## config.mk

```make
export PLATFORM = sky130hd
export DESIGN_NAME = id_stage
export DESIGN_NICKNAME = d
export VERILOG_FILES = /design/src/rtl/riscv_pkg.sv /design/src/rtl/regfile.sv /design/src/rtl/id_stage.sv
export SDC_FILE = /design/constraint.sdc
export NUM_CORES = 2
export LEC_CHECK = 0
export BUFFER_PORTS_ARGS = -buffer_cell sky130_fd_sc_hd__buf_4
export CORE_ASPECT_RATIO = 0.9
export CORE_MARGIN = 1.5
export CORE_UTILIZATION = 45
export CTS_CLUSTER_SIZE = 40
export DETAILED_ROUTE_END_ITERATION = 10
export PLACE_DENSITY = 0.7
export REMOVE_ABC_BUFFERS = 1
export SLEW_MARGIN = 20
export SYNTH_ARGS = -nofsm -noshare
export SYNTH_HDL_FRONTEND = slang
export SYNTH_SLANG_ARGS = --single-unit
```

## constraint.sdc

```tcl
create_clock -name clk -period 40.9 [get_ports clk]
set_input_delay 4.09 -clock clk [delete_from_list [all_inputs] [get_ports clk]]
set_output_delay 4.09 -clock clk [all_outputs]
set_load 0.005 [all_outputs]
```

## src/rtl/riscv_pkg.sv

```systemverilog
// Shared RV32I decode constants: base opcodes, immediate formats and decode FSM states.
package riscv_pkg;

    localparam logic [6:0] LOAD     = 7'h03;
    localparam logic [6:0] MISC_MEM = 7'h0F;
    localparam logic [6:0] OP_IMM   = 7'h13;
    localparam logic [6:0] AUIPC    = 7'h17;
    localparam logic [6:0] STORE    = 7'h23;
    localparam logic [6:0] OP       = 7'h33;
    localparam logic [6:0] LUI      = 7'h37;
    localparam logic [6:0] BRANCH   = 7'h63;
    localparam logic [6:0] JALR     = 7'h67;
    localparam logic [6:0] JAL      = 7'h6F;
    localparam logic [6:0] SYSTEM   = 7'h73;

    typedef enum logic [2:0] {
        IMM_R,
        IMM_I,
        IMM_S,
        IMM_B,
        IMM_U,
        IMM_J
    } imm_type_e;

    typedef enum logic {
        RUN,
        BUBBLE
    } id_state_e;

endpackage

```

## src/rtl/regfile.sv

```systemverilog
// Integer register file: two combinational read ports, one write port, x0 hardwired to zero.
// Defining ID_WB_BYPASS_EN forwards a same-cycle writeback to the read ports.
module regfile #(
    parameter int XLEN = 32,
    parameter int NREG = 32
) (
    input  logic            clk,
    input  logic            rst,
    input  logic            we,
    input  logic [4:0]      waddr,
    input  logic [XLEN-1:0] wdata,
    input  logic [4:0]      raddr1,
    input  logic [4:0]      raddr2,
    output logic [XLEN-1:0] rdata1,
    output logic [XLEN-1:0] rdata2
);

    logic [XLEN-1:0] regs [NREG];

    always_ff @(posedge clk or posedge rst) begin
        if (rst) begin
            for (int i = 0; i < NREG; i++) begin
                regs[i] <= '0;
            end
        end else if (we && waddr != 5'd0) begin
            regs[waddr] <= wdata;
        end
    end

    always_comb begin
        rdata1 = (raddr1 == 5'd0) ? '0 : regs[raddr1];
        rdata2 = (raddr2 == 5'd0) ? '0 : regs[raddr2];
`ifdef ID_WB_BYPASS_EN
        if (we && raddr1 != 5'd0 && waddr == raddr1) begin
            rdata1 = wdata;
        end
        if (we && raddr2 != 5'd0 && waddr == raddr2) begin
            rdata2 = wdata;
        end
`endif
    end

endmodule

```

## src/rtl/id_stage.sv

```systemverilog
// RV32I decode stage: field extraction, immediate generation, load-use interlock and output register.
// Writeback-to-read forwarding in the register file is enabled by defining ID_WB_BYPASS_EN.
module id_stage
    import riscv_pkg::*;
#(
    parameter int XLEN = 32,
    parameter int NREG = 32
) (
    input  logic            clk,
    input  logic            rst,
    input  logic [31:0]     i_pc,
    input  logic [31:0]     i_instr,
    input  logic            i_valid,
    output logic            o_stall,
    input  logic            i_flush,
    input  logic            i_ex_ready,
    input  logic            i_wb_we,
    input  logic [4:0]      i_wb_rd,
    input  logic [XLEN-1:0] i_wb_data,
    output logic            o_valid,
    output logic [31:0]     o_pc,
    output logic [31:0]     o_imm,
    output logic [XLEN-1:0] o_rs1_data,
    output logic [XLEN-1:0] o_rs2_data,
    output logic [6:0]      o_opcode,
    output logic [2:0]      o_funct3,
    output logic            o_funct7_5,
    output logic [4:0]      o_rs1,
    output logic [4:0]      o_rs2,
    output logic [4:0]      o_rd,
    output logic            o_illegal
);

    logic [6:0]      opcode;
    logic [4:0]      rs1, rs2, rd;
    logic [XLEN-1:0] rs1_data, rs2_data;
    logic [31:0]     imm;
    imm_type_e       imm_type;
    logic            rs1_used, rs2_used, legal, hazard, load_en, bubble;
    id_state_e       state, next_state;

    assign opcode = i_instr[6:0];
    assign rs1    = i_instr[19:15];
    assign rs2    = i_instr[24:20];
    assign rd     = i_instr[11:7];

    regfile #(.XLEN(XLEN), .NREG(NREG)) u_regfile (
        .clk    (clk),
        .rst    (rst),
        .we     (i_wb_we),
        .waddr  (i_wb_rd),
        .wdata  (i_wb_data),
        .raddr1 (rs1),
        .raddr2 (rs2),
        .rdata1 (rs1_data),
        .rdata2 (rs2_data)
    );

    always_comb begin
        imm_type = IMM_R;
        case (opcode)
            OP_IMM, LOAD, JALR: imm_type = IMM_I;
            STORE:              imm_type = IMM_S;
            BRANCH:             imm_type = IMM_B;
            LUI, AUIPC:         imm_type = IMM_U;
            JAL:                imm_type = IMM_J;
            default:            imm_type = IMM_R;
        endcase
    end

    always_comb begin
        imm = '0;
        case (imm_type)
            IMM_I: imm = {{20{i_instr[31]}}, i_instr[31:20]};
            IMM_S: imm = {{20{i_instr[31]}}, i_instr[31:25], i_instr[11:7]};
            IMM_B: imm = {{19{i_instr[31]}}, i_instr[31], i_instr[7], i_instr[30:25], i_instr[11:8], 1'b0};
            IMM_U: imm = {i_instr[31:12], 12'b0};
            IMM_J: imm = {{11{i_instr[31]}}, i_instr[31], i_instr[19:12], i_instr[20], i_instr[30:21], 1'b0};
            default: imm = '0;
        endcase
    end

    assign rs1_used = !(opcode inside {LUI, AUIPC, JAL});
    assign rs2_used = opcode inside {OP, STORE, BRANCH};
    assign legal    = opcode inside {LOAD, STORE, OP, OP_IMM, BRANCH, JAL, JALR,
                                     LUI, AUIPC, SYSTEM, MISC_MEM};

    // A load still sitting in the output register cannot forward its data yet.
    assign hazard = (state == RUN) && o_valid && (o_opcode == LOAD) && (o_rd != 5'd0) &&
                    ((rs1_used && rs1 == o_rd) || (rs2_used && rs2 == o_rd));

    assign load_en = !o_valid || i_ex_ready;

    always_ff @(posedge clk or posedge rst) begin
        if (rst) begin
            state <= RUN;
        end else begin
            state <= next_state;
        end
    end

    always_comb begin
        next_state = state;
        o_stall    = 1'b0;
        bubble     = 1'b0;
        if (i_flush) begin
            next_state = RUN;
        end else if (hazard) begin
            o_stall = 1'b1;
            if (i_ex_ready) begin
                bubble     = 1'b1;
                next_state = BUBBLE;
            end
        end else begin
            o_stall = o_valid && !i_ex_ready;
            if (state == BUBBLE) begin
                next_state = RUN;
            end
        end
    end

    always_ff @(posedge clk or posedge rst) begin
        if (rst) begin
            o_valid    <= 1'b0;
            o_pc       <= '0;
            o_imm      <= '0;
            o_rs1_data <= '0;
            o_rs2_data <= '0;
            o_opcode   <= '0;
            o_funct3   <= '0;
            o_funct7_5 <= 1'b0;
            o_rs1      <= '0;
            o_rs2      <= '0;
            o_rd       <= '0;
            o_illegal  <= 1'b0;
        end else if (i_flush || bubble) begin
            o_valid <= 1'b0;
        end else if (load_en) begin
            o_valid    <= i_valid;
            o_pc       <= i_pc;
            o_imm      <= imm;
            o_rs1_data <= rs1_data;
            o_rs2_data <= rs2_data;
            o_opcode   <= opcode;
            o_funct3   <= i_instr[14:12];
            o_funct7_5 <= i_instr[30];
            o_rs1      <= rs1;
            o_rs2      <= rs2;
            o_rd       <= rd;
            o_illegal  <= !legal;
        end
    end

endmodule

```

==> reports/qor.yml <==
fin_setup_tns_ps: 0
grt_pass1_wl_mm: 279.0
slew-limit-headroom_pct: 28.39
async_flop_share_pct: 100.0
period_share_pct: 23.88
cts_tree: "done"
first_iter_violations: 4068
peakVddDrop_mv: 0.04057
grt_usage_pct: 27.71
postSynthAreaPerCell_um2: 14.54
nFillCells: 11190
die-area_um2: 136800
insertion_delay_ps: 770
die_w_um: 389.7
grt_busiest_layer: "met2"
wl_per_cell_um: 31.60
antenna_found_initial: 6
worst_pin_slew_ps: 1074
status: "complete, no violations"
grt_pass1_vias: 40160
crit_type: "input pin to output pin"
fin_nets: 4304
core-area_um2: 133300
dp_cells: 5816
synth.distinct_cells: 56
initial_core_util_pct: 45.42
fin_total_pwr_mw: 3.329
crit_required_ps: 36810
postPlaceCellArea_um2: 63790
vias_per_cell: 6.596
cts_root_buffer: "clkbuf_16"
fin_skew_ps: 41.90
grt_remaining_overflow: 0
ys_warn_count: 0
dp_hpwl_mm: 105.4
crit_path_end_kind: "output pin"
cts_setup_buffers: 0
ys.flop_type: "dfrtp_1"
fin_util_pct: 50.96
rsz0062_at_grt: "no"
fin_crit_ps: 9766
clock-sinks: 1181
ctsLongestPathBuffers: 3
drive_gt1_share_pct: 47.87
fmax_mhz: 102.4
synthToLayoutAreaGrowth_pct: 12.21
grt_max_degree: 175
critPathArrivalTime_ps: 5680
synthCells: 4164
syn_area_um2: 60550
p_per_area_nw_per_um2: 49.00
crit_fanout: 29
h-tree-depth: 3
dr_total_vias: 39840
die-height_um: 351.0
synth-edff-count: 0
remaining_drc_errors: 0
setup.worst_path.start_class: "input pin"
slew_violations: 0
ys_ff_latch: 1181
ys_seq_area_share_pct: 48.81
clk_pin_slew_ps: 60
stdcell_count: 6040
io_buffers: 263
setup_viol: 0
rows: 127
io_pins: 264
hp-class: "flip-flop to flip-flop"
antenna_left: 0
place_congestion: 0.8225
totalWireLength_mm: 190.9
cts_buffers: 120
met3_usage_pct: 7.345
hold_viol: 0
hold_buffers: 0
p_leak_nw: 29.74
grtUsageMet2_pct: 42.26
cts_resized: 0
dr.pass1.iters: 5
max-cap-violations: 0
design_area_um2: 67940
grt_util_met1_pct: 38.69
==> path summary, 6_finish.rpt <==
check	depth (start not counted)	from	endpoint	slack, ps
setup reg to reg	7	o_rd[1]	o_rs1_data[25]	37600
max in group asynchronous	5	rst	u_regfile.regs[386]	34130
setup / recovery	7	i_instr[22]	o_stall	31130
hold / removal	0	u_regfile.regs[1020]	u_regfile.regs[1020]	400
hold reg to reg	0	u_regfile.regs[1020]	u_regfile.regs[1020]	400
min in group asynchronous	2	rst	o_pc[16]	3510
==> cells in the mapped netlist, drive strengths merged (2+ instances only) <==
library cell  count  area share, %
o221ai           60           0.87
o2111ai           4          0.058
a211oi           53           0.66
nand4             3          0.031
a2111oi          16           0.23
and2              4          0.041
mux4            388             14
clkbuf          287            1.8
nor2b             6          0.062
nand2b            6          0.062
nand3b            5          0.062
a32o             15           0.25
a22o             38           0.55
nor3             22           0.18
nor4b             4          0.058
or3b              3          0.048
a21oi            95           0.80
a22oi            49           0.61
o21ai             5          0.060
a211o            10           0.14
nor3b             5          0.062
mux2           1141             21
xnor2             8           0.12
or3               3          0.031
nand3            11          0.091
a221oi           26           0.38
mux2i           286            4.7
buf             167            1.6
nor2             36           0.22
dfrtp          1181             49
nand2           113           0.70
inv              39           0.24
nand4b            2          0.029
o22ai            61           0.63
==> registers in the layout, indices dropped and copies added (netlist names) <==
register,cells
state,1
o_illegal,1
o_rs2,5
o_rs2_data,32
o_rs1,5
o_valid,1
o_funct7_5,1
u_regfile.regs,1024
o_rd,5
o_opcode,7
o_funct3,3
o_rs1_data,32
o_imm,32
o_pc,32
==> cells by family after synthesis <==
family | count (synthesis) | synth area share, %
simple gates | 228 | 1.765
compound gates | 438 | 5.317
flops | 1181 | 48.81
mux | 1815 | 40.38
xor+xnor | 9 | 0.1302
buf+inv | 493 | 3.598
==> cells in the final DEF (no fill, tap or decap), types with 60 or more instances in the layout <==
cell type,instances
buf_4,352
dfrtp_1,1181
a21oi_1,93
clkbuf_16,122
mux2_2,1055
o221ai_1,60
nand2_1,97
mux2_1,86
o22ai_1,61
mux4_2,388
mux2i_1,286
==> metrics by stage <==
step                      worst slack (ps)  hold slack [ps]
final                                31130            397.3
after detailed placement             31140            383.6
after global routing                 31080            407.2
after CTS                            31130            396.8
after floorplan                       3542            365.3
after global placement               31090            377.8
==> critical path, stage by stage <==
cell      delay (ps)
buf_6            340
nand2b_1         210
nand4_1          110
nor3_1           350
o21ai_4          120
a21oi_1          200
buf_4            140
==> area by class of cell <==
class,count,area (um2),share of cell area (%)
antenna,2,5.005,0.007366
clock inverter,32,427.9,0.6298
multi-input combinational,2490,29060,42.78
timing repair buffer,365,2851,4.197
clock buffer,190,3709,5.458
sequential,1181,29550,43.50
inverter,39,153.9,0.2265
tap,1741,2178,3.206
==> where the power goes <==
part / internal, mW / total, mW / switching [mW]
Combinational: 0.379 / 0.635 / 0.257
Sequential: 1.38 / 1.54 / 0.158
Clock: 0.669 / 1.15 / 0.484
Total: 2.43 / 3.33 / 0.900
==> layer usage <==
metal	share of wire [%]	up-vias
met5	0.036	-
met4	3.3	10
met3	10	387
met2	45	2041
met1	42	21410
li1	-	16000
Note: power is estimated with default switching activity, not from simulation.
